**src/rtl/song_reader_pkg.sv**
```systemverilog
// Shared types and constants for the song_reader sequencer: state encoding,
// default widths and the layout of a ROM word.
package song_reader_pkg;

  localparam int DEF_NOTE_ADDR_W = 5;
  localparam int DEF_NOTE_W      = 6;
  localparam int DEF_DUR_W       = 6;
  localparam int SONG_W          = 2;

  localparam int ROM_ADDR_W = SONG_W + DEF_NOTE_ADDR_W;
  localparam int ROM_DATA_W = DEF_NOTE_W + DEF_DUR_W;
  localparam int ROM_DEPTH  = 2 ** ROM_ADDR_W;

  // ROM word is {note, duration}
  localparam int DUR_LSB  = 0;
  localparam int NOTE_LSB = DEF_DUR_W;

  typedef enum logic [2:0] {
    IDLE      = 3'd0,
    FETCH     = 3'd1,
    EMIT      = 3'd2,
    WAIT_DONE = 3'd3,
    DONE      = 3'd4
  } state_e;

endpackage

```
**src/rtl/song_reader_if.sv**
```systemverilog
// Handshake bundle between the control FSM / note player and song_reader.
// slave is the reader side; master is the driving environment.
interface song_reader_if
  import song_reader_pkg::*;
#(
  parameter int NOTE_W = DEF_NOTE_W,
  parameter int DUR_W  = DEF_DUR_W
);
  logic              play;
  logic              reset_player;
  logic [SONG_W-1:0] song;
  logic              note_done;
  logic              new_note;
  logic [NOTE_W-1:0] note;
  logic [DUR_W-1:0]  duration;
  logic              song_done;

  modport master (
    output play, reset_player, song, note_done,
    input  new_note, note, duration, song_done
  );

  modport slave (
    input  play, reset_player, song, note_done,
    output new_note, note, duration, song_done
  );
endinterface

```
**src/rtl/dffr.sv**
```systemverilog
// Team flop: W-bit register with asynchronous active-low reset to RST_VAL.
module dffr #(
  parameter int           W       = 1,
  parameter logic [W-1:0] RST_VAL = '0
) (
  input  logic         clk,
  input  logic         rst_n,
  input  logic [W-1:0] d,
  output logic [W-1:0] q
);
  // NOTE: sequential state uses <= so every flop samples pre-edge values.
  always_ff @(posedge clk or negedge rst_n) begin
    if (!rst_n) q <= RST_VAL;
    else        q <= d;
  end
endmodule

```
**src/rtl/song_rom.sv**
```systemverilog
// 128x12 synchronous-read note ROM, four songs of 32 {note, duration} entries.
// Song 2 entry 3 carries duration 0 (end-of-song marker when enabled).
module song_rom
  import song_reader_pkg::*;
(
  input  logic                  clk,
  input  logic [ROM_ADDR_W-1:0] addr,
  output logic [ROM_DATA_W-1:0] data
);
  localparam logic [ROM_DATA_W-1:0] IMAGE [ROM_DEPTH] = '{
    // song 0
    12'h50C, 12'h102, 12'h103, 12'h104, 12'h105, 12'h106, 12'h107, 12'h108,
    12'h109, 12'h10A, 12'h10B, 12'h10C, 12'h10D, 12'h10E, 12'h10F, 12'h110,
    12'h111, 12'h112, 12'h113, 12'h114, 12'h115, 12'h116, 12'h117, 12'h118,
    12'h119, 12'h11A, 12'h11B, 12'h11C, 12'h11D, 12'h11E, 12'h11F, 12'h120,
    // song 1
    12'h201, 12'h202, 12'h203, 12'h204, 12'h205, 12'h206, 12'h207, 12'h208,
    12'h209, 12'h20A, 12'h20B, 12'h20C, 12'h20D, 12'h20E, 12'h20F, 12'h210,
    12'h211, 12'h212, 12'h213, 12'h214, 12'h215, 12'h216, 12'h217, 12'h218,
    12'h219, 12'h21A, 12'h21B, 12'h21C, 12'h21D, 12'h21E, 12'h21F, 12'h220,
    // song 2
    12'h301, 12'h302, 12'h303, 12'h300, 12'h305, 12'h306, 12'h307, 12'h308,
    12'h309, 12'h30A, 12'h30B, 12'h30C, 12'h30D, 12'h30E, 12'h30F, 12'h310,
    12'h311, 12'h312, 12'h313, 12'h314, 12'h315, 12'h316, 12'h317, 12'h318,
    12'h319, 12'h31A, 12'h31B, 12'h31C, 12'h31D, 12'h31E, 12'h31F, 12'h320,
    // song 3
    12'h401, 12'h402, 12'h403, 12'h404, 12'h405, 12'h406, 12'h407, 12'h408,
    12'h409, 12'h40A, 12'h40B, 12'h40C, 12'h40D, 12'h40E, 12'h40F, 12'h410,
    12'h411, 12'h412, 12'h413, 12'h414, 12'h415, 12'h416, 12'h417, 12'h418,
    12'h419, 12'h41A, 12'h41B, 12'h41C, 12'h41D, 12'h41E, 12'h41F, 12'h420
  };

  // NOTE: memory read data is not reset; it is only consumed after a fetch.
  always_ff @(posedge clk) begin
    data <= IMAGE[addr];
  end
endmodule

```
**src/rtl/song_reader.sv**
```systemverilog
// Walks the selected song's note ROM and hands {note, duration} downstream.
// Optional SONG_READER_EOS_EN: a duration-0 entry ends the song early.
module song_reader
  import song_reader_pkg::*;
#(
  parameter int NOTE_ADDR_W = DEF_NOTE_ADDR_W,
  parameter int NOTE_W      = DEF_NOTE_W,
  parameter int DUR_W       = DEF_DUR_W
) (
  input  logic          clk,
  input  logic          reset,
  song_reader_if.slave  bus
);
  state_e                 state_q, state_d;
  logic [2:0]             state_raw;
  logic [NOTE_ADDR_W-1:0] idx_q, idx_d;
  logic [SONG_W-1:0]      cur_song_q, cur_song_d;
  logic [NOTE_W-1:0]      note_q, note_d;
  logic [DUR_W-1:0]       dur_q, dur_d;
  logic                   new_note_q, new_note_d;
  logic                   song_done_q, song_done_d;

  logic [ROM_ADDR_W-1:0]  rom_addr;
  logic [ROM_DATA_W-1:0]  rom_data;
  logic [NOTE_W-1:0]      rom_note;
  logic [DUR_W-1:0]       rom_dur;

  dffr #(.W(3), .RST_VAL(3'(IDLE))) u_state (
    .clk(clk), .rst_n(reset), .d(state_d), .q(state_raw)
  );
  assign state_q = state_e'(state_raw);

  dffr #(.W(NOTE_ADDR_W)) u_idx (
    .clk(clk), .rst_n(reset), .d(idx_d), .q(idx_q)
  );

  // The read is issued from IDLE with the live song so data is ready in FETCH.
  assign rom_addr = {(state_q == IDLE) ? bus.song : cur_song_q, idx_q};

  song_rom u_rom (
    .clk(clk), .addr(rom_addr), .data(rom_data)
  );

  assign rom_note = rom_data[NOTE_LSB +: NOTE_W];
  assign rom_dur  = rom_data[DUR_LSB  +: DUR_W];

  // NOTE: every always_comb output gets a default first so no latch is inferred.
  always_comb begin
    state_d     = state_q;
    idx_d       = idx_q;
    cur_song_d  = cur_song_q;
    note_d      = note_q;
    dur_d       = dur_q;
    new_note_d  = 1'b0;
    song_done_d = 1'b0;

    if (bus.reset_player) begin
      state_d = IDLE;
      idx_d   = '0;
      note_d  = '0;
      dur_d   = '0;
    end else begin
      unique case (state_q)
        IDLE: begin
          if (bus.play) begin
            state_d    = FETCH;
            cur_song_d = bus.song;
          end
        end
        FETCH: begin
          // Outputs load on entry to EMIT so new_note rises in the EMIT cycle.
          state_d = EMIT;
`ifdef SONG_READER_EOS_EN
          if (rom_dur != '0) begin
            note_d     = rom_note;
            dur_d      = rom_dur;
            new_note_d = 1'b1;
          end
`else
          note_d     = rom_note;
          dur_d      = rom_dur;
          new_note_d = 1'b1;
`endif
        end
        EMIT: begin
`ifdef SONG_READER_EOS_EN
          if (rom_dur == '0) begin
            state_d     = DONE;
            song_done_d = 1'b1;
          end else begin
            state_d = WAIT_DONE;
          end
`else
          state_d = WAIT_DONE;
`endif
        end
        WAIT_DONE: begin
          if (bus.note_done) begin
            if (&idx_q) begin
              state_d     = DONE;
              song_done_d = 1'b1;
            end else begin
              idx_d   = idx_q + 1'b1;
              state_d = IDLE;
            end
          end
        end
        DONE: begin
          idx_d   = '0;
          state_d = IDLE;
        end
        default: state_d = IDLE;
      endcase
    end
  end

  always_ff @(posedge clk or negedge reset) begin
    if (!reset) begin
      cur_song_q  <= '0;
      note_q      <= '0;
      dur_q       <= '0;
      new_note_q  <= 1'b0;
      song_done_q <= 1'b0;
    end else begin
      cur_song_q  <= cur_song_d;
      note_q      <= note_d;
      dur_q       <= dur_d;
      new_note_q  <= new_note_d;
      song_done_q <= song_done_d;
    end
  end

  assign bus.new_note  = new_note_q;
  assign bus.note      = note_q;
  assign bus.duration  = dur_q;
  assign bus.song_done = song_done_q;
endmodule
```
**src/flat_wrapper.sv**
```systemverilog
// flat-port wrapper written by rule: the top's interface ports become plain ports
module song_reader_flat import song_reader_pkg::*;
#(
  parameter int NOTE_ADDR_W = DEF_NOTE_ADDR_W,
  parameter int NOTE_W      = DEF_NOTE_W,
  parameter int DUR_W       = DEF_DUR_W
)
  (clk, reset, bus_play, bus_reset_player, bus_song, bus_note_done, bus_new_note, bus_note, bus_duration, bus_song_done);
  song_reader_if #(.NOTE_W(NOTE_W), .DUR_W(DUR_W)) bus_i ();
  input  logic clk;
  input  logic reset;
  input wire logic [$bits(bus_i.play)-1:0] bus_play;
  input wire logic [$bits(bus_i.reset_player)-1:0] bus_reset_player;
  input wire logic [$bits(bus_i.song)-1:0] bus_song;
  input wire logic [$bits(bus_i.note_done)-1:0] bus_note_done;
  output wire logic [$bits(bus_i.new_note)-1:0] bus_new_note;
  output wire logic [$bits(bus_i.note)-1:0] bus_note;
  output wire logic [$bits(bus_i.duration)-1:0] bus_duration;
  output wire logic [$bits(bus_i.song_done)-1:0] bus_song_done;
  assign bus_i.play = bus_play;
  assign bus_i.reset_player = bus_reset_player;
  assign bus_i.song = bus_song;
  assign bus_i.note_done = bus_note_done;
  assign bus_new_note = bus_i.new_note;
  assign bus_note = bus_i.note;
  assign bus_duration = bus_i.duration;
  assign bus_song_done = bus_i.song_done;
  song_reader #(.NOTE_ADDR_W(NOTE_ADDR_W), .NOTE_W(NOTE_W), .DUR_W(DUR_W)) u_core (.clk(clk), .reset(reset), .bus(bus_i));
endmodule
```
**config.mk**
```make
export PLATFORM = sky130hd
export DESIGN_NAME = song_reader_flat
export DESIGN_NICKNAME = d
export VERILOG_FILES = /design/src/rtl/song_reader_pkg.sv /design/src/rtl/song_reader_if.sv /design/src/rtl/dffr.sv /design/src/rtl/song_rom.sv /design/src/rtl/song_reader.sv /design/src/flat_wrapper.sv
export SDC_FILE = /design/constraint.sdc
export NUM_CORES = 1
export LEC_CHECK = 0
export BUFFER_PORTS_ARGS = -buffer_cell sky130_fd_sc_hd__buf_2
export CAP_MARGIN = 20
export CORE_MARGIN = 4
export CORE_UTILIZATION = 50
export CTS_CLUSTER_SIZE = 8
export DETAILED_ROUTE_END_ITERATION = 8
export GPL_ROUTABILITY_DRIVEN = 0
export PLACE_DENSITY = 0.84
export SYNTH_ARGS = -nofsm -noshare
export SYNTH_HDL_FRONTEND = slang
export SYNTH_SLANG_ARGS = --single-unit
```
**constraint.sdc**
```tcl
create_clock -name clk -period 2.4 [get_ports clk]
set_input_delay 0.48 -clock clk [delete_from_list [all_inputs] [get_ports clk]]
set_output_delay 0.48 -clock clk [all_outputs]
set_load 0.02 [all_outputs]
```
# Word-level counts from Yosys, hierarchy flattened
# Memories as Yosys holds them, arrays and structs flattened. A register that Yosys moved wholly into a read port is not among the register bits.
# Cells that the tools add are included.
# totals
reg_bits	24
mem_bits_ro	1536
input_bits	7
output_inout_bits	14
elab_cells	45
n_memories	1
# memory_table
memory	words	width	read_ports	rd_ports_with_merged_regs	write_ports	line	text
(no name shown)	128	12	1	1	0	song_rom.sv:35	data <= IMAGE[addr];
# op_classes
addsub	1
n_eq_ne	7
muxes	20
bitwise	2
reduce_logical	7
# op_table
cell	count
$mux W6	4
$mux W5	3
$mux W3	4
$pmux W3 S4	1
$pmux W5 S2	1
$ne A3 B3 Y1 const B	3
$not A7 Y8	1
$eq A3 B2 Y1 const B	2
$mux W1	6
$reduce_and A3 Y1	2
$add A5 B1 Y5 const B	1
$reduce_and A5 Y1	1
$eq A3 B1 Y1 const B	1
$eq A3 B3 Y1 const B	1
$logic_not A3 Y1	1
$reduce_bool A3 Y1	1
$mux W2	1
$reduce_and A2 Y1	1
$reduce_bool A2 Y1	1
$not A1 Y1	1

# Logic depth before layout (Yosys ltp)
# logic_depth
word_depth	5
mapped_depth	8
depth_no_buf	8

# Hierarchy
# From an unflattened synthesis, not the netlist that was laid out.
# hier_totals
cells_unflattened	132
hier_area_um2	1493.9
# modules_own_cells
module	instances	cells_each	area_per_inst_um2	seq_area_each_um2
song_reader	1	81	847.1	400.4
song_rom	1	43	446.7	180.2
dffr (u_core.u_idx)	1	5	125.1	125.1
dffr (u_core.u_state)	1	3	75.1	75.1

# Worst setup path before layout
# No wires, ideal clock.
# synth_path
path_kind	reg2reg
startpoint	register u_core.u_idx.q[1]
endpoint	register u_core.u_idx.q[0]
setup_ns	0.067
t_arrival_ns	1.648
required_time_ns	2.333
setup_slack_ns	0.685
path_stages_with_launch	8
path_buffers	0
synth_period_minus_slack_ns	1.715
cell_sequence	dfrtp_1 > ha_1 > nand2_1 > nor2_1 > ha_1 > nor2_1 > a221oi_1 > mux2_2
# synth_between
elab_chain_cells	3
# synth_lines
item	line	text
start, declared	dffr.sv:9	output logic [W-1:0] q
start signal, assigned	dffr.sv:13	if (!rst_n) q <= RST_VAL;
start signal, assigned	dffr.sv:14	else q <= d;
$reduce_and A5 Y1	song_reader.sv:99	if (&idx_q) begin
$ne A3 B3 Y1 (no line)	-	
$reduce_and A3 Y1 (no line)	-	
# No other way between the ends.
# A chain may end at the register's enable or synchronous reset.

# Worst setup path after layout
# layout_path
startpoint	register u_core.u_idx.q[1]
endpoint	register u_core.u_idx.q[3]
# layout_between
elab_chain_cells	5
elab_cells_between_ends	8
classes_between	add/sub (1); eq/ne (1); mux (4); reduce/logical (2)
# layout_lines
item	line	text
$add A5 B1 Y5	song_reader.sv:103	idx_d = idx_q + 1'b1;
$mux W5	song_reader.sv:99	
$mux W5	song_reader.sv:98	if (bus.note_done) begin
$pmux W5 S2	song_reader.sv:63	unique case (state_q)
$mux W5	song_reader.sv:57	if (bus.reset_player) begin
# Parallel ways exist; a longest one is shown, timed or not. The select of a mux whose other input is x is not followed.

==> flow_metrics.py <==
metrics = {
    "worst_setup_path": {
        "ff2ff_setup_slack_ps": 400,
        "critPathSlowestCell": "a221oi_1",
        "cp-start-kind": "flip-flop",
        "cp.arrival_ps": 2250,
        "required_ps": 2650,
        "crit_buf_inv": 0,
        "critical_path_class": "reg2reg",
        "cpPeakStageDelay_ps": 550,
        "crit_family": "compound AO/OA/AOI/OAI gates",
        "path_cells": "ha_1 -> nand2_1 -> nor2_1 -> ha_1 -> nor2_1 -> a221oi_1 -> a21oi_1 -> o21ai_0",
        "r2r_cells": 8,
        "critPathCaptureType": "flip-flop",
        "crit_start": "u_core.u_idx.q[1]",
        "crit_fanout": 6,
        "r2r_end": "u_core.u_idx.q[3]",
        "reg2reg_from": "u_core.u_idx.q[1]",
    },
    "die": {
        "num_rows": 18,
        "core-area_mm2": 0.002477,
        "fp.dieArea_mm2": 0.003503,
        "die_h_um": 59.19,
        "io_pins": 21,
        "die-width_um": 59.19,
        "start_util_pct": 52.88,
    },
    "cells_and_area": {
        "final_core_util_pct": 58.84,
        "ff_latch_area_um2": 705.7,
        "final_layout_size_suffix_gt1_share_pct": 21.74,
        "area_growth_pct": 11.27,
        "multi_input_area_um2": 550.5,
        "antenna_cells": 0,
        "nets": 150,
        "n_fill_cell": 222,
    },
    "synth": {
        "synth_commonest_cells": "dfrtp_1 (21), nor2_1 (13), a22o_1 (12), dfxtp_1 (9), ha_1 (6)",
        "yosysWarnings": 0,
        "synthFlopType": "dfrtp_1",
        "synth_area_leaders": "dfrtp_1 (40%), dfxtp_1 (14%), a22o_1 (8.0%)",
        "synth-edff-count": 0,
        "synthesis.area_mm2": 0.001310,
        "synth_top_area_share_pct": 40.11,
        "synthArstFlopShare_pct": 70.00,
        "synth-seq-cells": 30,
        "avgSynthCellArea_um2": 11.01,
        "seq_area_frac_synth_pct": 53.87,
        "netlist_instances": 119,
        "synth.largest_area_cell": "dfrtp_1",
        "yosysUniqueCellTypes": 34,
        "post-synth-top-count-cell": "dfrtp_1",
    },
    "power_and_ir_drop": {
        "p_leak_nw": 0.7410,
        "power.density_mw_per_mm2": 698.7,
        "finalPower_mw": 1.019,
        "ir_worst_vdd_uv": 517.0,
    },
    "global_routing": {
        "grt_max_degree": 22,
        "antenna_found_initial": 0,
        "grt_pass1_vias": 892,
        "grt.total_usage_pct": 15.76,
        "grt_pass1_wl_mm": 3.988,
        "grt_overflow": 0,
    },
    "timing": {
        "tns_ps": 0,
        "finalHoldViolations": 0,
        "max_freq_mhz": 499.2,
        "skew_ps": 6.781,
        "min_period_over_period_pct": 83.46,
        "drv_slew": 0,
        "rsz0062_at_grt": "false",
        "maxSlewHeadroom_pct": 60.10,
        "setup_violations": 0,
        "layout_min_cycle_time_ps": 2003,
        "worst_pin_slew_ps": 595.3,
    },
    "placement": {
        "io_buffers": 17,
        "dp_hpwl_mm": 1.787,
    },
    "clock_tree": {
        "cts_hold_buffers": 0,
        "cts_tree": "yes",
        "clock-sinks": 30,
        "clock_latency_ps": 330,
        "ctsHtreeMaxLevel": 2,
        "clock_path_buffers": 2,
        "cts_buffers": 5,
        "cts-root-buf": "clkbuf_4",
        "cts.clk_slew.worst_paths_ps": 90,
        "cts_resized": 0,
        "post_cts_buffers": 0,
    },
    "route": {
        "via_count": 935,
        "wl_per_cell_um": 14.33,
        "wl_mm": 2.408,
        "drt_iter0_markers": 18,
        "drc": 0,
        "postRouteAntennaNets": 0,
        "via_per_inst": 5.565,
        "dr.pass1.iters": 4,
    },
    "hold_path": {
        "hp-class": "in2async",
    },
    "job": {
        "drv_cap": 0,
    },
    "run_status": {
        "status": "finished clean",
    },
}
-- cell type report --
class / instances / share of cell area [%]
clock buffer: 7 / 3.777
clock inverter: 1 / 0.3433
inverter: 5 / 1.288
multi-input combinational: 78 / 37.77
sequential: 30 / 48.41
tap: 30 / 2.575
timing repair buffer: 17 / 5.837
-- layer usage --
metal / routed length (um) / vias up / GRT usage, %
li1: - / 458 / -
met1: 1029 / 449 / 17.57
met2: 1177 / 21 / 25.43
met3: 140 / 7 / 5.882
met4: 60 / 0 / 9.385
met5: 0 / - / 0
-- layout by cell type (no fill, tap or decap), drive strengths merged --
cell / instances
nor2b: 1
mux2i: 2
buf: 17
nor2: 13
o31ai: 2
o21bai: 1
mux2: 4
and2b: 1
conb: 3
a221oi: 1
clkinv: 1
nor4: 1
clkbuf: 7
nand2b: 1
dfxtp: 9
and3: 5
nor3: 3
nand2: 5
inv: 5
or4: 1
ha: 6
nand3: 4
a21oi: 2
a22o: 12
nand3b: 1
and3b: 1
xor2: 1
dfrtp: 21
nor4b: 1
o21ai: 4
a31oi: 1
o32ai: 1
-- worst reg2reg max path, cell delays in order (launching register included) --
cell and delay [ps]:
dfrtp_1 430, ha_1 240, nand2_1 80, nor2_1 110
ha_1 200, nor2_1 50, a221oi_1 550, a21oi_1 90
o21ai_0 180
-- cells by family (layout without fill, tap and decap cells) --
logic type / after synthesis / in the layout / share of synthesized area [%]
flops: 30 / 30 / 53.87
fa+ha+maj: 6 / 6 / 5.731
buf+inv: 13 / 30 / 4.679
xor+xnor: 1 / 1 / 0.6687
simple gates: 38 / 38 / 15.95
compound gates: 24 / 24 / 13.85
mux: 6 / 6 / 4.966
other cells: 1 / 3 / 0.2863
-- sequential cells by signal (all words and copies together) (netlist names) --
register	cells
u_core.bus.duration	6
u_core.bus.new_note	1
u_core.bus.note	3
u_core.bus.song_done	1
u_core.cur_song_q	2
u_core.u_idx.q	5
u_core.u_rom.data	9
u_core.u_state.q	3
-- report_power, final --
group          switching, mW  internal (mW)  leakage, nW
logic                 0.0780         0.0586        0.346
clock network          0.164          0.142       0.0353
registers             0.0262          0.550        0.360
-- how the worst max path moves through the flow --
stage / end / slack, ps / cells after the start
floorplan: u_core.u_idx.q[0] / 690 / 7
detailed placement: u_core.u_idx.q[3] / 410 / 8
global placement: u_core.u_idx.q[0] / 550 / 7
global route: u_core.u_idx.q[3] / 240 / 8
finish: u_core.u_idx.q[3] / 400 / 8
CTS: u_core.u_idx.q[3] / 390 / 8
-- stage by stage --
stage | instance area [um2] | hold WS (ps) | std cells | setup slack, ps
after floorplan | 1318 | 184.4 | 121 | 685.2
after global placement | 1398 | 436.3 | 160 | 546.2
after detailed placement | 1398 | 439.4 | 160 | 408.1
after CTS | 1458 | 92.73 | 168 | 389.3
after global routing | 1458 | 105.6 | 168 | 243.6
final | 1458 | 93.08 | 168 | 396.9
Note: power is estimated with default switching activity, not from simulation.
